<file path="config.mk">
export PLATFORM = sky130hd
export DESIGN_NAME = pixel_write_arbiter
export DESIGN_NICKNAME = d
export VERILOG_FILES = /design/src/rtl/pixel_write_arbiter.sv
export SDC_FILE = /design/constraint.sdc
export NUM_CORES = 1
export LEC_CHECK = 0
export ABC_AREA = 1
export CAP_MARGIN = 10
export CORE_MARGIN = 4
export CORE_UTILIZATION = 40
export DETAILED_ROUTE_END_ITERATION = 8
export PLACE_DENSITY = 0.78
export SLEW_MARGIN = 40
export SYNTH_ARGS = -nofsm -noshare
export SYNTH_HDL_FRONTEND = slang
export SYNTH_SLANG_ARGS = --single-unit
</file>
<file path="constraint.sdc">
create_clock -name clk -period 2.35 [get_ports clk]
set_clock_uncertainty 0.2 [all_clocks]
set_input_delay 0.5875 -clock clk [delete_from_list [all_inputs] [get_ports clk]]
set_output_delay 0.5875 -clock clk [all_outputs]
set_load 0.02 [all_outputs]
</file>
<file path="src/rtl/pixel_write_arbiter.sv">
// pixel_write_arbiter: owns the frame-buffer write port. It runs a full-frame clear
//   out of reset or on request, and otherwise serves two plot clients round-robin.
// Ports: clk/reset, clearReq/clearColor/busyClear, req{0,1}{Valid,X,Y,Color,Ready},
//   writeX/writeY/wrColor/wrEnable to memory, and a dropped pulse for out-of-range plots.
// Latency: one cycle from a transfer to its write. Readies are 0 while clearing,
//   while clearReq is high and during reset.
module pixel_write_arbiter #(
  parameter int FRAME_WIDTH  = 640,
  parameter int FRAME_HEIGHT = 480
) (
  input  logic       clk,
  input  logic       reset,
  input  logic       clearReq,
  input  logic [3:0] clearColor,
  output logic       busyClear,
  input  logic       req0Valid,
  input  logic [9:0] req0X,
  input  logic [9:0] req0Y,
  input  logic [3:0] req0Color,
  output logic       req0Ready,
  input  logic       req1Valid,
  input  logic [9:0] req1X,
  input  logic [9:0] req1Y,
  input  logic [3:0] req1Color,
  output logic       req1Ready,
  output logic [9:0] writeX,
  output logic [9:0] writeY,
  output logic [3:0] wrColor,
  output logic       wrEnable,
  output logic       dropped
);

  typedef enum logic {CLEAR, SERVE} state_t;

  localparam logic [9:0] X_LAST = 10'(FRAME_WIDTH - 1);
  localparam logic [9:0] Y_LAST = 10'(FRAME_HEIGHT - 1);
  localparam logic [9:0] X_LIM  = 10'(FRAME_WIDTH);
  localparam logic [9:0] Y_LIM  = 10'(FRAME_HEIGHT);

  state_t     state_q;
  logic [9:0] cntX_q, cntY_q;
  logic [3:0] fillColor_q;
  logic       lastGrant_q;
  logic [9:0] writeX_q, writeY_q;
  logic [3:0] wrColor_q;
  logic       wrEnable_q, dropped_q;

  logic       serve_ok;
  logic       gnt0, gnt1, xfer, in_range;
  logic [9:0] selX, selY;
  logic [3:0] selColor;

  // A pending clear wins over plots, so grants are only offered when no clear is requested.
  always_comb begin
    serve_ok = !reset && (state_q == SERVE) && !clearReq;
    // On contention the client that did not win last time gets the port.
    gnt0     = serve_ok && req0Valid && (!req1Valid || lastGrant_q);
    gnt1     = serve_ok && req1Valid && (!req0Valid || !lastGrant_q);
    xfer     = gnt0 || gnt1;
    selX     = gnt1 ? req1X : req0X;
    selY     = gnt1 ? req1Y : req0Y;
    selColor = gnt1 ? req1Color : req0Color;
    in_range = (selX < X_LIM) && (selY < Y_LIM);
  end

  always_ff @(posedge clk) begin
    if (reset) begin
      state_q     <= CLEAR;
      cntX_q      <= '0;
      cntY_q      <= '0;
      fillColor_q <= '0;
      lastGrant_q <= 1'b1;
      writeX_q    <= '0;
      writeY_q    <= '0;
      wrColor_q   <= '0;
      wrEnable_q  <= 1'b0;
      dropped_q   <= 1'b0;
    end else begin
      case (state_q)
        CLEAR: begin
          writeX_q   <= cntX_q;
          writeY_q   <= cntY_q;
          wrColor_q  <= fillColor_q;
          wrEnable_q <= 1'b1;
          dropped_q  <= 1'b0;
          if (cntX_q == X_LAST) begin
            cntX_q <= '0;
            if (cntY_q == Y_LAST) begin
              // Last pixel of the frame: hand the port to the plot clients.
              cntY_q  <= '0;
              state_q <= SERVE;
            end else begin
              cntY_q <= cntY_q + 10'd1;
            end
          end else begin
            cntX_q <= cntX_q + 10'd1;
          end
        end
        default: begin
          if (clearReq) begin
            fillColor_q <= clearColor;
            state_q     <= CLEAR;
            wrEnable_q  <= 1'b0;
            dropped_q   <= 1'b0;
          end else if (xfer) begin
            lastGrant_q <= gnt1;
            if (in_range) begin
              writeX_q   <= selX;
              writeY_q   <= selY;
              wrColor_q  <= selColor;
              wrEnable_q <= 1'b1;
              dropped_q  <= 1'b0;
            end else begin
              // Out-of-range plot is consumed but never reaches memory.
              wrEnable_q <= 1'b0;
              dropped_q  <= 1'b1;
            end
          end else begin
            wrEnable_q <= 1'b0;
            dropped_q  <= 1'b0;
          end
        end
      endcase
    end
  end

  assign busyClear = (state_q == CLEAR);
  assign req0Ready = gnt0;
  assign req1Ready = gnt1;
  assign writeX    = writeX_q;
  assign writeY    = writeY_q;
  assign wrColor   = wrColor_q;
  assign wrEnable  = wrEnable_q;
  assign dropped   = dropped_q;

endmodule

</file>
==> results.toml <==
[outcome]
status = "finished, final reports clean"

[drt]
drc = 0
vias = 3081
met2WireLength_um = 4363
first_pass_iters = 5
routed_wl_um = 8596
top_layer = "met4"
wl_met1_um = 3701
wl_per_cell_um = 13.67
ant_nets = 0
drtIter0Drc = 209
vias_per_cell = 4.898
wl_met3_um = 382

[finish]
antennaDiodeCount = 0
fin_util_pct = 60.22
nFillCells = 619
drive_gt1_share_pct = 12.57
final_nets = 591
multi_input_area_sq_um = 1555
syn_to_final_growth_pct = 46.44
seqCellArea_sq_um = 1042
fin_cells = 629

[clocking]
clock_latency_ps = 310
root_buffer = "clkbuf_8"
ctsHoldBuffers = 0
cts_buffers = 5
h-tree-depth = 2
cts_tree = "done"
clkSinkCount = 52
clk_pin_slew_ps = 100
clk_path_buf_depth = 2

[logic_synthesis]
yosysUniqueCellTypes = 31
seq_area_frac_synth_pct = 37.26
synthArstFlopShare_pct = 0
synth_area_leaders = "dfxtp_1, nand2_1, nor2_1"
yosysMostFrequentCell = "nand2_1"
ys_ff_latch = 52
netlist.area_leader.share_pct = 37.26
syn_avg_cell_area_sq_um = 6.543
synth_common_cells = "nand2_1, nor2_1, dfxtp_1"
postSynthCellCount = 427
yosys_warnings = 0
synth.largest_area_cell = "dfxtp_1"
syn-num-nets = 486
ys.flop_type = "dfxtp_1"
synth_edf_count = 0
synth.cell_area_sq_um = 2794

[placement]
dp_hpwl_um = 6381
dpl.cell_count = 614
place_congestion = 0.8863
io_buffer_count = 85
preCtsSetupSlack_ps = -563.3

[die]
dieArea_sq_um = 8386
rows = 30
dieWidth_um = 91.58
initial_core_util_pct = 41.12
coreArea_sq_um = 6794
pin_count = 86
fp.dieH_um = 91.58

[grt]
grt_pass1_wl_um = 13700
grt_pass1_vias = 2833
grt_antenna_before_repair = 0
grt-ovfl-total = 0
grt_max_degree = 58
gr-usage-all-layers_pct = 20.08

[critical_path]
crit_family = "simple AND/OR/NAND/NOR gates"
slowest_delay_ps = 260
cp-end-kind = "register"
critical_path_buf_inv_count = 4
crit_chain = "dlygate4sd2_1 -> inv_2 -> nand2_2 -> nor2_4 -> nand2_4 -> buf_6 -> or2_4 -> o21ai_4 -> nand3_2 -> nand2_4 -> nand2_4 -> buf_6 -> nor2_2 -> nor2_1"
critPathKind = "in2reg"
crit_required_ps = 2360
slowest_stage = "dlygate4sd2_1"
r2r_start = "state_q$_SDFF_PP0_"
start_kind = "primary input"
crit_start = "clearReq"
path_common_cell = "nand2_4"
path_max_fanout = 8
crit_arrival_ps = 2300

[sta]
finalWorstSetupSlack_ps = 54.47
setup_tns_ps = 0
slew_headroom_pct = 63.62
max_freq_mhz = 435.6
setup_viol = 0
worst_pin_slew_ps = 545.7
fin_crit_sh_pct = 97.68
min_period_ps = 2296
hold_viol = 0
drv_slew = 0

[run]
cap_viol_max_count = 0

[hold_path]
hold_path_startpoint = "cntY_q[8]$_SDFFE_PP0P_"
hp-class = "reg2reg"

[power_and_ir_drop]
power_mw = 1.614
p_per_area_nw_per_um2 = 394.5
worst_ir_drop_vdd_v = 0.0002247
leakage_nw = 1.721
## layer usage
metal / vias to the layer above / global-route usage [%]
met5: - / 0
met4: 0 / 5.025
met3: 17 / 2.900
met2: 91 / 36.64
met1: 1404 / 24.48
li1: 1569 / -
## cell families (layout without fill, tap and decap cells)
logic type | count (synthesis) | after routing | share of synthesized area [%]
adder cells (fa/ha/maj) | 2 | 2 | 0.8955
AO/OA/AOI/OAI | 60 | 60 | 11.73
AND/OR/NAND/NOR | 253 | 253 | 40.13
buffers and inverters | 57 | 163 | 9.046
flip-flops | 52 | 52 | 37.26
XOR/XNOR | 3 | 3 | 0.9406
## sequential cells by signal, indices dropped and copies added (netlist names)
signal / cells
wrColor: 4
wrEnable: 1
dropped: 1
writeX: 10
cntY_q: 10
writeY: 10
cntX_q: 10
lastGrant_q: 1
state_q: 1
fillColor_q: 4
## cell type report
cell class              instances  area share, %
clock buffers                   5          1.682
clock inverters                 3         0.6422
inverters                      38          3.609
multi-input cells             318          38.01
flip-flops and latches         52          25.47
well taps                      96          2.936
repair buffers                117          27.65
## repair_timing
item | CTS | global route
pin swaps | 9 | 3
buffers inserted | 4 | 1
endpoints found under the setup margin | 27 | 26
gates resized for setup | 30 | 12
hold endpoints to repair | 0 | 0
cloned | 2 | 0
## layout by cell type, fill, tap and decap left out, types with 2 or more instances in the layout
master,instances
a21oi_1,21
buf_12,2
buf_2,2
buf_4,22
buf_6,8
clkbuf_8,5
clkdlybuf4s50_1,79
clkinv_4,3
dfxtp_1,51
dlygate4sd2_1,4
ha_1,2
inv_1,34
inv_2,3
nand2_1,97
nand2_2,4
nand2_4,3
nand3_1,12
nand3b_1,24
nand4_1,2
nor2_1,92
nor2_2,7
nor3_1,6
nor3b_1,2
o21a_1,2
o21ai_0,26
o22ai_1,7
xor2_1,2
## path summary, 6_finish.rpt
path | slack, ps | depth (start not counted) | to
worst max-delay path | 50 | 14 | writeY[4]$_SDFFE_PP0P_
worst max register to register | 260 | 12 | writeY[4]$_SDFFE_PP0P_
worst min register to register | 280 | 2 | cntY_q[8]$_SDFFE_PP0P_
worst min-delay path | 280 | 2 | cntY_q[8]$_SDFFE_PP0P_
## where the power goes
group          internal, mW  switching [mW]  total, mW
logic                 0.120          0.0737      0.194
clock network         0.218           0.310      0.527
registers             0.888         0.00478      0.893
## per-stage QoR
step	cell area [sq um]	hold WS, ps
2_1_floorplan	2794	229.9
3_3_place_gp	3874	263.1
3_5_place_dp	3874	268.7
4_1_cts	4054	282.4
5_1_grt	4091	317.6
6_report	4091	282.4
## worst register-to-register path, stage by stage, from the launching register on
cell and delay [ps]:
dfxtp_2 370, nand2_2 80, nor2_4 130, nand2_4 90, buf_6 140, or2_4 250, o21ai_4 90, nand3_2 140
nand2_4 110, nand2_4 80, buf_6 150, nor2_2 100, nor2_1 50
Note: power is estimated with default switching activity, not from simulation.
